--- config.mk ---
export PLATFORM = sky130hd
export DESIGN_NAME = sipo_deserializer
export DESIGN_NICKNAME = d
export VERILOG_FILES = /design/src/rtl/sipo_deserializer.sv
export SDC_FILE = /design/constraint.sdc
export NUM_CORES = 1
export LEC_CHECK = 0
export CAP_MARGIN = 20
export CORE_AREA = 2 2 39 41
export DETAILED_ROUTE_END_ITERATION = 10
export DIE_AREA = 0 0 41 43
export HOLD_SLACK_MARGIN = 0.03
export PLACE_DENSITY = 0.77
export RECOVER_POWER = 25
export SLEW_MARGIN = 20
export SYNTH_ARGS = -nofsm -noshare
export SYNTH_HDL_FRONTEND = slang
export SYNTH_SLANG_ARGS = --single-unit
--- constraint.sdc ---
create_clock -name CLK -period 1.5 [get_ports CLK]
set_input_delay 0.375 -clock CLK [delete_from_list [all_inputs] [get_ports CLK]]
set_output_delay 0.375 -clock CLK [all_outputs]
set_load 0.1 [all_outputs]
--- src/rtl/sipo_deserializer.sv ---
// -----------------------------------------------------------------------------
// sipo_deserializer
//   Serial-in/parallel-out deserializer. It accepts one bit per clock while SE
//   is high. When a word is complete, the word is copied to PO and PO_VALID
//   pulses for one cycle. BIT_CNT tracks word alignment.
//
//   Optional macro SIPO_DESER_PARITY_EN:
//     - Each frame carries WIDTH data bits plus one even-parity bit.
//     - The parity bit is checked but never enters SR.
//     - PAR_ERR is flagged together with PO_VALID.
//
// Parameters:
//   WIDTH      word width, 2..32
//   MSB_FIRST  1: first bit received lands in PO[WIDTH-1]; 0: lands in PO[0]
//
// Ports:
//   CLK       rising-edge clock
//   CLR_N     asynchronous active-low reset
//   SI        serial data, sampled only when SE=1
//   SE        shift enable
//   SCLR      synchronous restart, discards any partial word
//   SR        live shift register
//   PO        last completed word (held)
//   PO_VALID  one-cycle strobe when PO updates
//   BUSY      partial word in progress (BIT_CNT != 0)
//   BIT_CNT   bits of the current frame received so far
//   PAR_ERR   (parity build only) parity mismatch, valid with PO_VALID
// -----------------------------------------------------------------------------
module sipo_deserializer #(
   parameter int WIDTH     = 4,
   parameter bit MSB_FIRST = 1'b1,
`ifdef SIPO_DESER_PARITY_EN
   localparam int LAST     = WIDTH,      // extra parity slot ends the frame
`else
   localparam int LAST     = WIDTH - 1,
`endif
   localparam int CW       = $clog2(LAST + 1)
) (
   input  logic             CLK,
   input  logic             CLR_N,
   input  logic             SI,
   input  logic             SE,
   input  logic             SCLR,
   output logic [WIDTH-1:0] SR,
   output logic [WIDTH-1:0] PO,
   output logic             PO_VALID,
   output logic             BUSY,
   output logic [CW-1:0]    BIT_CNT
`ifdef SIPO_DESER_PARITY_EN
   ,
   output logic             PAR_ERR
`endif
);

   localparam logic [CW-1:0] LAST_CNT = CW'(LAST);

   logic [WIDTH-1:0] sr_next;
   logic             data_bit;

   // Direction of the shift is fixed at elaboration time.
   always_comb begin
      if (MSB_FIRST) sr_next = {SR[WIDTH-2:0], SI};
      else           sr_next = {SI, SR[WIDTH-1:1]};
   end

`ifdef SIPO_DESER_PARITY_EN
   // The parity slot (count == WIDTH) is consumed without touching SR.
   assign data_bit = (BIT_CNT != LAST_CNT);
`else
   assign data_bit = 1'b1;
`endif

   always_ff @(posedge CLK or negedge CLR_N) begin
      if (!CLR_N) begin
         SR       <= '0;
         PO       <= '0;
         PO_VALID <= 1'b0;
         BUSY     <= 1'b0;
         BIT_CNT  <= '0;
`ifdef SIPO_DESER_PARITY_EN
         PAR_ERR  <= 1'b0;
`endif
      end else if (SCLR) begin
         SR       <= '0;
         PO_VALID <= 1'b0;
         BUSY     <= 1'b0;
         BIT_CNT  <= '0;
`ifdef SIPO_DESER_PARITY_EN
         PAR_ERR  <= 1'b0;
`endif
      end else if (SE) begin
         if (data_bit) SR <= sr_next;
         if (BIT_CNT == LAST_CNT) begin
`ifdef SIPO_DESER_PARITY_EN
            // SR already holds the full data word; SI is the parity bit.
            PO      <= SR;
            PAR_ERR <= (^SR) ^ SI;
`else
            PO      <= sr_next;
`endif
            PO_VALID <= 1'b1;
            BUSY     <= 1'b0;
            BIT_CNT  <= '0;
         end else begin
            PO_VALID <= 1'b0;
            BUSY     <= 1'b1;
            BIT_CNT  <= BIT_CNT + CW'(1);
`ifdef SIPO_DESER_PARITY_EN
            PAR_ERR  <= 1'b0;
`endif
         end
      end else begin
         PO_VALID <= 1'b0;
`ifdef SIPO_DESER_PARITY_EN
         PAR_ERR  <= 1'b0;
`endif
      end
   end

endmodule
==> metrics.sh, run 1 <==
OUTCOME='complete, no violations'
END_KIND='flop'
FINAL_AREA_UM2=853
POWER_LEAKAGE_uW=0.000425
GRT_START_MAX_NET_PINS=13
FINAL_ANTENNA_NET_COUNT=0
CHIPWIDTH_UM=41
SYN_TO_FINAL_GROWTH_PCT=65.5
CELLINTERNALPOWER_uW=537
CRIT_PATH_CELL_TRACE='ha_1 > nand3b_4 > mux2_2'
TRACK_USAGE_PCT=14.6
CRITICAL-PATH-TOP-DELAY-FAMILY='flip-flops'
NUMPORTBUFFERS=16
RSZ0062_AT_GRT='false'
GRT_REMAINING_OVERFLOW=0
POWER.SHARE.SEQUENTIAL_PCT=44.7
CTS-RESIZED-GATES=0
SYNTH_ENABLE_FLOP_CELLS=0
DP_HPWL_UM=777
FIRST_ITER_VIOLATIONS=0
MAX_SLEW_MARGIN_PCT=57.9
FINAL_NET_COUNT=66
FRACTION_OF_FINAL_LAYOUT_CELLS_WITH_DRIVE_STRENGTH_GREATER_THAN_1_PCT=42.4
INSERTION_DELAY_NS=0.27
WORSTHOLDSTART='PO[2]'
CTS_TREE='done'
FF_TO_FF_SETUP_SLACK_NS=0.14
NUMBER_OF_FILL_CELLS_IN_THE_LAYOUT=120
SYNTH.LARGEST_AREA_CELL='sky130_fd_sc_hd__dfrtp_1'
TIMING.CRITICAL_PATH.FANOUT_MAX=5
POWER.DENSITY_CELL_AREA_mW_PER_MM2=948
FIN_CRIT_NS=1.36
FRACTION_OF_POWER_SPENT_SWITCHING_NETS_PCT=33.6
CRITICAL_PATH.N_BUFFERS_INVERTERS=0
CLOCK-SINKS=12
PWR-SHARE-COMB_PCT=30.0
UTILIZATION_AFTER_LAYOUT_PCT=61.7
DIE_AREA_MM2=0.00176
SYNTH_WARN=0
FIRST_GLOBAL_VIAS=361
REMAINING_DRC_ERRORS=0
FIN_WORST_SKEW_NS=0.00408
PLACE_AREA_UM2=831
ROUTABILITYCONGESTION=0.732
DR_TOTAL_VIAS=356
CRITPATHSLOWESTCELL='sky130_fd_sc_hd__dfrtp_4'
SHARE_OF_FLIP_FLOPS_WITH_AN_ASYNCHRONOUS_SET_OR_RESET_PCT=100
BOUNDARYPINS=17
YS_TOP_CELLS_BY_AREA='sky130_fd_sc_hd__dfrtp_1 (58%), sky130_fd_sc_hd__mux2i_1 (9.7%), sky130_fd_sc_hd__mux2_2 (6.6%)'
FINAL_MIN_PERIOD_OVER_CLOCK_PERIOD_PCT=90.7
RR_WORST_DEPTH=3
AVERAGE_CELL_AREA_AFTER_SYNTHESIS_UM2=13.9
VDD.IR_DROP.WORST_mV=0.418
SYNTH_MOST_COMMON_CELL='sky130_fd_sc_hd__dfrtp_1'
DIE_H_UM=43
CLK_PIN_SLEW_WORST_PATHS_NS=0.07
NUMCTSBUFFERS=3
SETUP_TNS_NS=0
SYNTHESIS.INSTANCES=37
DETAILED_ROUTER_ITERATION_COUNT_BEFORE_ANTENNA_REPAIR=1
MAX_CAP_VIOL_COUNT=0
YS.FLOP_TYPE='sky130_fd_sc_hd__dfrtp_1'
R2R_END='PO[0]'
TIMING.CRITICAL_PATH.SLOWEST_CELL_DELAY_NS=0.51
POSTSYNTHREGISTERBITS=12
CLK_ROOT_BUFFER_CELL='sky130_fd_sc_hd__clkbuf_4'
DESIGN.CORE.AREA_MM2=0.00138
ANTENNA_FOUND_INITIAL=0
CTS-ROOT-TO-SINK-BUFFERS=2
SETUP_VIOLATIONS_FINAL=0
REPORT.FINAL.SLEW_VIOL_COUNT=0
CORE.ROWCOUNT=14
PART_OF_THE_POWER_IN_THE_CLOCK_NETWORK_PCT=25.2
WHS_PATH_DEPTH=1
CTS_MAX_LEVEL=1
WORST-ENDPOINT-REQUIRED_NS=1.65
SETUP.WORST_PATH.CLASS='flop to flop'
HOLD_PATH_END='PO[2]'
INITIAL_CORE_UTILIZATION_PCT=37.3
SYNTHTOPCELLSBYCOUNT='sky130_fd_sc_hd__dfrtp_1 (12), sky130_fd_sc_hd__mux2i_1 (5), sky130_fd_sc_hd__nor2_1 (5)'
ROUTED_WIRELENGTH_UM=959
CRITICAL_PATH_SOURCE_TYPE='flop'
DETAIL_ROUTE.WL_PER_CELL_UM=12.8
YOSYSTOPAREACELLSHARE_PCT=58.3
GLOBAL_ROUTE_WIRE_LENGTH_BEFORE_REPAIR_MM=1.59
NETSW_uW=272
VIASPERCELL=4.75
SYN_NETS=43
DIODES=0
CTS.HOLD.BUFFERS_ADDED=0
HP-CLASS='flop to flop'
YOSYSUNIQUECELLTYPES=14
POST_CTS.REPAIR.SETUP_BUFFERS=0
FINALHOLDVIOLCOUNT=0
CP.ARRIVAL_NS=1.51
FMAXACHIEVABLE_GHz=0.735
POST_SYNTH_INSTANCE_AREA_UM2=515
SYNTH_SEQUENTIAL_AREA_RATIO_PCT=58.3
TIGHTESTPINTRANSITION_NS=0.631
CRIT-REG2REG-LAUNCH='BIT_CNT[0]'
-- area by class of cell --
class / instances / area, um^2 / share of cell area, %
Inverter: 1 / 3.75 / 0.440
Clock buffer: 4 / 26.3 / 3.08
Timing Repair Buffer: 20 / 307 / 35.9
Tap cell: 16 / 20.0 / 2.35
Sequential cell: 12 / 308 / 36.1
Multi-Input combinational cell: 22 / 189 / 22.1
-- worst max path at each step --
stage | startpoint | to | slack [ns] | depth (start not counted)
floorplan | BIT_CNT[0] | BIT_CNT[0] | 0.03 | 3
global route | SE | BUSY | 0.11 | 4
detailed placement | SE | BUSY | -0.07 | 4
CTS | BIT_CNT[0] | PO[0] | 0.13 | 3
finish | BIT_CNT[0] | PO[0] | 0.14 | 3
global placement | SE | PO[2] | -0.02 | 3
-- worst reg2reg max path, cell delays in order, from the launching register on --
cell                       delay [ns]
sky130_fd_sc_hd__dfrtp_4         0.51
sky130_fd_sc_hd__ha_1            0.26
sky130_fd_sc_hd__nand3b_4        0.13
sky130_fd_sc_hd__mux2_2          0.35
-- metrics by stage --
stage          std cells  hold slack, ns  setup WS (ns)  total power (uW)
3_5_place_dp          71           0.553        -0.0686               615
6_report              75           0.566          0.139               809
4_1_cts               75           0.402          0.134               826
5_1_grt               75           0.599          0.114               848
2_1_floorplan         37          0.0794         0.0255               512
3_3_place_gp          71           0.543        -0.0201               612
-- placed cells by master (no fill, tap or decap), drive strengths merged, types with 2 or more instances in the layout --
cell type and n:
a21oi 2, buf 15, clkbuf 5, clkdlybuf4s50 3, dfrtp 12, mux2 4, mux2i 5, nand2b 2
nor2 5
-- layer usage --
layer	vias to the layer above	track usage, %	share of wire, %
li1	168	-	-
met1	174	15.9	41
met2	12	21.3	52
met3	2	6.81	5.2
met4	0	10.0	1.5
met5	-	0	0
-- registers in the layout, indices dropped and copies added, names as in the netlist --
signal	count
BIT_CNT	2
BUSY	1
PO	4
PO_VALID	1
SR	4
-- cell families (layout without fill, tap and decap cells) --
group                    after synthesis  after routing  share of synthesized area [%]
AO/OA/AOI/OAI                          2              2                           2.67
buffers and inverters                  3             25                           5.10
multiplexers                           9              9                           18.4
AND/OR/NAND/NOR                       10             10                           13.1
adder cells (fa/ha/maj)                1              1                           2.43
flip-flops                            12             12                           58.3
-- power by group through the flow --
stage               registers (uW)  clock network, uW  logic (uW)
global placement               368                  0         244
floorplan                      473                  0        38.3
global route                   364                232         252
detailed placement             369                  0         246
finish                         362                204         243
CTS                            362                217         247
Note: power is estimated with default switching activity, not from simulation.
==> run 2, diff against run 1 <==
CORE_AREA = not set   (was 2 2 39 41)
CORE_UTILIZATION = 30   (was not set)
DIE_AREA = not set   (was 0 0 41 43)
PLACE_DENSITY = 0.64   (was 0.77)
SETUP_SLACK_MARGIN = 0.1   (was not set)
==> run 2 against run 1 <==
  * The flow now finishes with violations (DRC)
  * Count of clock-buffer cells in the layout unchanged
  * Non-clock buffer count unchanged
  * Wire length up 10%
  * Clock skew down 0.0020 ns
  * Final cell count unchanged
  * Critical path depth down 2
  * Sequential power about the same
  * Worst hold slack better by 0.012 ns
  * Clock power up 24%
  * Via count down 1.4%
  * Register-to-register slack better by 0.07 ns
  * Global-route usage down 1.2 points
  * Critical endpoint is now BIT_CNT[0]
  * Largest power group unchanged
==> metrics.sh, run 2 (synthesis results as in run 1) <==
OUTCOME='finished with violations'
VIOLATIONS='DRC'
PLACEMENT.SETUP.WORST_SLACK_NS=-0.0473
FINAL.HOLD.WORST_SLACK_NS=0.578
SEQUENTIAL_STANDARD_CELL_AREA_UM2=308
FMAXACHIEVABLE_GHz=0.742
CTS-RESIZED-GATES=0
WORST-ENDPOINT-REQUIRED_NS=1.12
FINAL_COMMON_CELL='sky130_fd_sc_hd__buf_12'
CTS-ROOT-TO-SINK-BUFFERS=2
AREA_USED_BY_MULTI_INPUT_COMBINATIONAL_LOGIC_UM2=201
CTS_TREE='done'
MAX_CAP_VIOL_COUNT=0
NUMBER_OF_STANDARD_CELLS_IN_THE_LAYOUT_TAPS_IN_AND_FILLERS_OUT=75
DIE_H_UM=43.5
FINAL_MIN_PERIOD_OVER_CLOCK_PERIOD_PCT=89.8
REMAINING_DRC_ERRORS=2
POWER_LEAKAGE_uW=0.000429
CRITICAL-PATH-TOP-DELAY-FAMILY='flip-flops'
ROUTABILITYCONGESTION=0.681
DP_HPWL_UM=785
INSERTION_DELAY_NS=0.27
CHIPWIDTH_UM=43.5
TIMING.CRITICAL_PATH.SLOWEST_CELL_DELAY_NS=0.52
CLK_PIN_SLEW_WORST_PATHS_NS=0.08
PART_OF_THE_POWER_IN_THE_CLOCK_NETWORK_PCT=29.3
SETUP_VIOLATIONS_FINAL=0
TIGHTESTPINTRANSITION_NS=0.666
INITIAL_CORE_UTILIZATION_PCT=33.1
CTS.HOLD.BUFFERS_ADDED=0
RSZ0062_AT_GRT='false'
REPORT.FINAL.SLEW_VIOL_COUNT=0
CRITICAL_PATH.N_BUFFERS_INVERTERS=1
FIRST_ITER_VIOLATIONS=2
NUMBER_OF_FILL_CELLS_IN_THE_LAYOUT=125
CRIT_PATH_CELL_TRACE='buf_12'
PWR-SHARE-COMB_PCT=28.4
TIMING.FINAL.WS_SETUP_NS=0.153
VIASPERCELL=4.68
SYN_TO_FINAL_GROWTH_PCT=69.9
TIMING.CRITICAL_PATH.FANOUT_MAX=4
FIN_CRIT_NS=1.35
POWER.DENSITY_CELL_AREA_mW_PER_MM2=986
DESIGN.CORE.AREA_MM2=0.00156
FINALHOLDVIOLCOUNT=0
NUMPORTBUFFERS=16
VDD.IR_DROP.WORST_mV=0.593
POST_CTS.REPAIR.SETUP_BUFFERS=0
CLOCK-SINKS=12
GRT_START_MAX_NET_PINS=13
DIE_AREA_MM2=0.00189
FINAL_NET_COUNT=66
GLOBAL_ROUTE_WIRE_LENGTH_BEFORE_REPAIR_MM=1.76
FIN_WORST_SKEW_NS=0.00207
FINAL_ANTENNA_NET_COUNT=0
DETAIL_ROUTE.WL_PER_CELL_UM=14.1
MAX_SLEW_MARGIN_PCT=55.6
CRITPATHSLOWESTCELL='sky130_fd_sc_hd__dfrtp_4'
ROUTED_WIRELENGTH_MM=1.06
POWER.SHARE.SEQUENTIAL_PCT=42.2
ANTENNA_FOUND_INITIAL=0
DETAILED_ROUTER_ITERATION_COUNT_BEFORE_ANTENNA_REPAIR=6
FIRST_GLOBAL_VIAS=377
CLK_ROOT_BUFFER_CELL='sky130_fd_sc_hd__clkbuf_4'
CELLINTERNALPOWER_uW=583
NETSW_uW=280
END_KIND='output pin'
TOTAL_POWER_uW=863
BOUNDARYPINS=17
CP.ARRIVAL_NS=0.97
FRACTION_OF_POWER_SPENT_SWITCHING_NETS_PCT=32.5
GRT_REMAINING_OVERFLOW=0
CORE.ROWCOUNT=14
TRACK_USAGE_PCT=13.4
LAYOUT_COMMON_CELLS='sky130_fd_sc_hd__buf_12 (12), sky130_fd_sc_hd__dfrtp_1 (10), sky130_fd_sc_hd__mux2i_1 (5), sky130_fd_sc_hd__nor2_1 (5)'
DR_TOTAL_VIAS=351
SETUP_TNS_NS=0
BIGGEST_REGISTERS_AFTER_LAYOUT='PO x4, SR x4, BIT_CNT x2'
NUMCTSBUFFERS=3
SETUP.WORST_PATH.CLASS='flop to output pin'
CTS_MAX_LEVEL=1
FRACTION_OF_FINAL_LAYOUT_CELLS_WITH_DRIVE_STRENGTH_GREATER_THAN_1_PCT=45.8
HP-CLASS='flop to flop'
DIODES=0
CRITICAL_PATH_SOURCE_TYPE='flop'
PLACED_CELLS=71
[run 2: changes by cell type in the layout (fill, tap and decap cells not counted)]
cell,delta
sky130_fd_sc_hd__ha_4,+1
sky130_fd_sc_hd__ha_1,-1
sky130_fd_sc_hd__clkbuf_8,+1
sky130_fd_sc_hd__clkbuf_1,-1
[run 2: metal layers]
layer	wire length [um]	up-vias	global-route usage, %
li1	-	166	-
met1	506	172	17.6
met2	500	13	19.7
met3	51	0	3.75
met4	0	0	7.50
met5	0	-	0
[run 2: cell type report]
cell class	count	share of cell area [%]
Multi-Input combinational cell	22	23.0
Inverter	1	0.429
Sequential cell	12	35.1
Tap cell	16	2.29
Timing Repair Buffer	20	35.0
Clock buffer	4	4.14
[run 2: path summary, 6_finish.rpt]
path | startpoint | endpoint | slack (ns) | cells after the start
worst max-delay path | BIT_CNT[0] | BIT_CNT[0] | 0.15 | 1
worst min-delay path | PO[1] | PO[1] | 0.58 | 1
worst max register to register | BIT_CNT[0] | BIT_CNT[0] | 0.21 | 3
worst min register to register | PO[1] | PO[1] | 0.58 | 1
max in group asynchronous | CLR_N | BIT_CNT[0] | 0.37 | 2
min in group asynchronous | CLR_N | SR[3] | 0.64 | 2
[run 2: through the flow]
stage | util (%) | area [um^2]
4_1_cts | 56.4 | 880
6_report | 56.2 | 876
2_1_floorplan | - | 536
5_1_grt | 56.2 | 876
3_3_place_gp | 54.1 | 843
3_5_place_dp | 54.1 | 843
[run 2: power by group through the flow]
| stage | combinational (uW) | sequential, uW | clock, uW |
|---|---|---|---|
| floorplan | 39.5 | 475 | 0 |
| global placement | 247 | 371 | 0 |
| CTS | 249 | 365 | 261 |
| global route | 254 | 367 | 280 |
| detailed placement | 249 | 371 | 0 |
| finish | 245 | 365 | 253 |
==> edit 1: new RTL, settings of run 1 <==
The option `SIPO_DESER_PARITY_EN` is turned on by a define.
--- a/src/rtl/sipo_deserializer.sv
+++ b/src/rtl/sipo_deserializer.sv
@@ -26,6 +26,8 @@
 //   BIT_CNT   bits of the current frame received so far
 //   PAR_ERR   (parity build only) parity mismatch, valid with PO_VALID
 // -----------------------------------------------------------------------------
+`define SIPO_DESER_PARITY_EN
+
 module sipo_deserializer #(
    parameter int WIDTH     = 4,
    parameter bit MSB_FIRST = 1'b1,
Ports: changed (added PAR_ERR; resized BIT_CNT); port bits go from 17 to 19. No check against the original RTL was run, so the function may have changed too.
==> edit 1 against run 1 <==
- sequential share of layout area fell by 2.0 points
- area after synthesis is 24% higher
- clock skew about the same
- sequential cell count is 2 higher
- design area rose by 24%
- non-clock buffer count grew 2
- wire length up 33%
- critical path depth decreased by 2
- total power is 9.4% higher
- clock power up 34%
- sequential power is 12% higher
- combinational power decreased by 16%
- setup slack got worse by 0.014 ns
- largest cell class unchanged
- largest power group unchanged
==> edit 1: results (changes against run 1) <==
[synth] Yosys cell types 15 [was 14]
[synth] Avg Cell Area, Syn 13.0 µm² [was 13.9 µm²]
[worst_setup_path] slowest cell on the critical path sky130_fd_sc_hd__dfrtp_1 [was sky130_fd_sc_hd__dfrtp_4]
[synth] total nets after synthesis 56 [was 43]
[worst_setup_path] WP data arrival 1.00 ns [was 1.51 ns]
[global_routing] GRT Resource Usage Total 0.203 [was 0.146]
[layout] fraction of layout instances using a drive strength above 1 0.459 [was 0.424]
[placed_design] half-perimeter wire length after detailed placement 1020 µm [was 777 µm]
[hold_path] Worst Min Path Start PO[3] [was PO[2]]
[timing] worst-margin pin slew 0.722 ns [was 0.631 ns]
[outcome] result of the run finished clean [unchanged]
[clock_tree] clk_lat worst skew 0.29 ns [was 0.27 ns]
[placed_design] post-place instance area 1030 µm² [was 831 µm²]
[global_routing] number of global-route vias before repair 527 [was 361]
[timing] clk_skew 0.00443 ns [was 0.00408 ns]
[layout] final standard cell area without fillers 1060 µm² [was 853 µm²]
[layout] fill count 94 [was 120]
[synth] leading cell types by total area after synthesis sky130_fd_sc_hd__dfrtp_1, sky130_fd_sc_hd__mux2i_1, sky130_fd_sc_hd__mux2_2 [unchanged]
[placed_design] IO buf count 18 [was 16]
[power_and_ir_drop] leakage power figure 0.000507 µW [was 0.000425 µW]
[global_routing] first-pass GRT wire length 2310 µm [was 1590 µm]
[global_routing] pin count of the biggest net entering global routing 15 [was 13]
[layout] largest registers PO x4, SR x4, BIT_CNT x3 [was PO x4, SR x4, BIT_CNT x2]
[worst_setup_path] worst-case reg-to-reg path depth 4 [was 3]
[hold_path] destination of the worst hold path PO[3] [was PO[2]]
[power_and_ir_drop] power density relative to cell area 834 nW/µm² [was 948 nW/µm²]
[drt] DR vias 459 [was 356]
[placed_design] worst slack at placement -0.151 ns [was -0.0686 ns]
## edit 1: kinds of logic (layout without fill, tap and decap cells)
kind of cell | Yosys count | in the layout | synth area share
flip-flops | 14 | 14 | 0.548
AND/OR/NAND/NOR | 11 | 11 | 0.102
multiplexers | 10 | 10 | 0.164
buffers and inverters | 5 | 30 | 0.0313
AO/OA/AOI/OAI | 4 | 4 | 0.0528
XOR/XNOR | 3 | 3 | 0.0626
adder cells (fa/ha/maj) | 2 | 2 | 0.0391
## edit 1: worst max path at each step
| stage | start | end | slack [ns] |
|---|---|---|---|
| 6_report | SR[2] | SR[2] | 0.12 |
| 5_1_grt | BIT_CNT[1] | PO[2] | 0.06 |
| 4_1_cts | BIT_CNT[0] | PO[2] | 0.12 |
| 3_5_place_dp | SE | SR[0] | -0.15 |
| 3_3_place_gp | SE | SR[1] | -0.10 |
| 2_1_floorplan | BIT_CNT[1] | SR[3] | -0.001 |
## edit 1: worst register-to-register path, cell delays in order (launching register included)
cell                       delay (ns)
sky130_fd_sc_hd__dfrtp_4         0.51
sky130_fd_sc_hd__inv_2           0.10
sky130_fd_sc_hd__ha_4            0.17
sky130_fd_sc_hd__nand4b_4        0.17
sky130_fd_sc_hd__mux2_2          0.31
## edit 1: layout make-up
class	count	share of cell area
timing repair buffer	22	0.327
sequential	14	0.341
tap	16	0.0189
clock buffer	4	0.0342
inverter	4	0.0142
multi-input combinational	30	0.265
## edit 1: layer usage
| metal | part of all wire | wire, µm | vias to the layer above | GRT usage |
|---|---|---|---|---|
| li1 | - | - | 215 | - |
| met1 | 0.39 | 502 | 227 | 0.239 |
| met2 | 0.53 | 675 | 13 | 0.316 |
| met3 | 0.044 | 56 | 4 | 0.0366 |
| met4 | 0.031 | 40 | 0 | 0.140 |
| met5 | 0 | 0 | - | 0 |
==> edit 2: new RTL, settings of run 1 <==
Made on the original files. Register the inputs `SE` and `SCLR` before use. The logic sees them one clock later. The other inputs are not delayed to match.
--- a/src/rtl/sipo_deserializer.sv
+++ b/src/rtl/sipo_deserializer.sv
@@ -54,6 +54,14 @@
 
    localparam logic [CW-1:0] LAST_CNT = CW'(LAST);
 
+   logic SE_q;
+   logic SCLR_q;
+
+   always_ff @(posedge CLK) begin
+      SE_q   <= SE;
+      SCLR_q <= SCLR;
+   end
+
    logic [WIDTH-1:0] sr_next;
    logic             data_bit;
 
@@ -80,7 +88,7 @@
 `ifdef SIPO_DESER_PARITY_EN
          PAR_ERR  <= 1'b0;
 `endif
-      end else if (SCLR) begin
+      end else if (SCLR_q) begin
          SR       <= '0;
          PO_VALID <= 1'b0;
          BUSY     <= 1'b0;
@@ -88,7 +96,7 @@
 `ifdef SIPO_DESER_PARITY_EN
          PAR_ERR  <= 1'b0;
 `endif
-      end else if (SE) begin
+      end else if (SE_q) begin
          if (data_bit) SR <= sr_next;
          if (BIT_CNT == LAST_CNT) begin
 `ifdef SIPO_DESER_PARITY_EN
Function: changed (Yosys sat finds a counterexample within 4 cycles, from zero or initial values).
==> edit 2 against run 1 <==
- critical endpoint is now BIT_CNT[0]
- wire length is 0.73% lower
- sequential power is 17% higher
- design area is 5.0% higher
- via count is 1.1% higher
- largest power group unchanged
- combinational power is 2% higher
- setup slack worse by 0.00095 ns
- total power is 16% higher
- area after synthesis is 7.8% higher
- sequential cell count is 2 higher
- worst hold slack worse by 0.16 ns
- first-iteration DRC count is 1 higher
- clock power is 30% higher
==> edit 2: results (changes against run 1) <==
[placed_design] IO buf count 16 [unchanged]
[drt] met3 routed WL 49 µm [was 50 µm]
[drt] Via-to-Cell Ratio 4.74 [was 4.75]
[drt] number of DRC violations after detailed-routing iteration 0 1 [was 0]
[global_routing] pin count of the biggest net entering global routing 9 [was 13]
[layout] fill count 105 [was 120]
[synth] compound-cell area share of the yosys netlist 0.0248 [was 0.0267]
[synth] fraction of the yosys area taken by sequential cells 0.613 [was 0.583]
[layout] final-stage net count 67 [was 66]
[drt] routed metal-1 wire length 395 µm [was 397 µm]
[placed_design] number of placed instances, taps included 72 [was 71]
[layout] fraction of layout instances using a drive strength above 1 0.417 [was 0.424]
[synth] Yosys cell types 15 [was 14]
[clock_tree] clk_lat worst skew 0.28 ns
[global_routing] grt met1 use 0.209 [was 0.159]
[hold_path] worst min-delay path category input port to async pin [was flip-flop to flip-flop]
[power_and_ir_drop] leakage power figure 0.000442 µW [was 0.000425 µW]
[drt] Initial DRT Pass Iterations 2 [was 1]
[clock_tree] number of gates given a new drive strength after cts 0 [unchanged]
[timing] headroom to the max-slew limit 0.751 [was 0.579]
[synth] mux share of post-synthesis cell area 0.171 [was 0.184]
[global_routing] number of global-route vias before repair 352 [was 361]
[synth] synthesized-area fraction occupied by xor and xnor cells 0 [unchanged]
[global_routing] GRT Resource Usage Total 0.147 [was 0.146]
[synth] fraction of the mapped netlist area in adder cells 0.0225 [was 0.0243]
[outcome] result of the run finished clean [unchanged]
[synth] leading cell types by total area after synthesis sky130_fd_sc_hd__dfrtp_1, sky130_fd_sc_hd__mux2i_1, sky130_fd_sc_hd__dfxtp_1 [was sky130_fd_sc_hd__dfrtp_1, sky130_fd_sc_hd__mux2i_1, sky130_fd_sc_hd__mux2_2]
[power_and_ir_drop] Worst IR Drop VDD 0.745 mV [was 0.418 mV]
[timing] clk_skew 0.00176 ns [was 0.00408 ns]
[synth] share of synthesized registers carrying an async set or reset 0.857 [was 1.00]
[placed_design] half-perimeter wire length after detailed placement 773 µm [was 777 µm]
[drt] highest routed metal layer met4 [unchanged]
[placed_design] Final Wtd Congestion 0.742 [was 0.732]
[synth] post-synthesis instance total 39 [was 37]
[synth] total nets after synthesis 45 [was 43]
[clock_tree] postcts setup bufs 0 [unchanged]
[drt] DR vias 360 [was 356]
[global_routing] met2 Use GR 0.191 [was 0.213]
==> edit 2: cell count changes in the layout (fill, tap and decap cells not counted) <==
cell,before,now
sky130_fd_sc_hd__clkdlybuf4s50_1,3,1
sky130_fd_sc_hd__dlygate4sd3_1,1,3
sky130_fd_sc_hd__clkbuf_8,0,1
sky130_fd_sc_hd__dfxtp_1,0,2
sky130_fd_sc_hd__clkbuf_1,2,1
sky130_fd_sc_hd__buf_4,3,2
==> edit 2: final timing paths <==
check | end | slack [ns] | cells after the start | startpoint
max reg2reg | BIT_CNT[0] | 0.14 | 3 | BIT_CNT[0]
min | PO[3] | 0.40 | 1 | CLR_N
min in group CLK | PO[2] | 0.56 | 1 | PO[2]
max in group asynchronous | BUSY | 0.50 | 2 | CLR_N
max | BIT_CNT[0] | 0.14 | 3 | BIT_CNT[0]
min reg2reg | PO[2] | 0.56 | 1 | PO[2]
==> edit 2: power breakdown <==
group          internal [µW]  switching (µW)  total, µW  leakage [µW]
combinational           94.3             155        249      0.000246
clock                    148             118        266     0.0000210
sequential               398            24.6        423      0.000175
total                    640             298        938      0.000442
==> edit 2: cells by family (layout without fill, tap and decap cells) <==
kind of cell    Yosys count  after routing
simple gates             10             10
buf+inv                   3             24
flops                    14             14
fa+ha+maj                 1              1
mux                       9              9
compound gates            2              2
==> edit 2: layout make-up <==
class,instances,area [µm²],share of cell area
clock buffers,4,36.3,0.0405
repair buffers,19,299,0.334
well taps,16,20.0,0.0223
flip-flops and latches,14,348,0.388
inverters,1,3.75,0.00419
multi-input cells,22,189,0.211
==> edit 2: stage by stage <==
stage | area (µm²) | worst slack (ns)
global placement | 863 | 0.191
CTS | 900 | 0.128
global route | 896 | 0.111
floorplan | 563 | 0.0255
finish | 896 | 0.138
detailed placement | 863 | 0.146
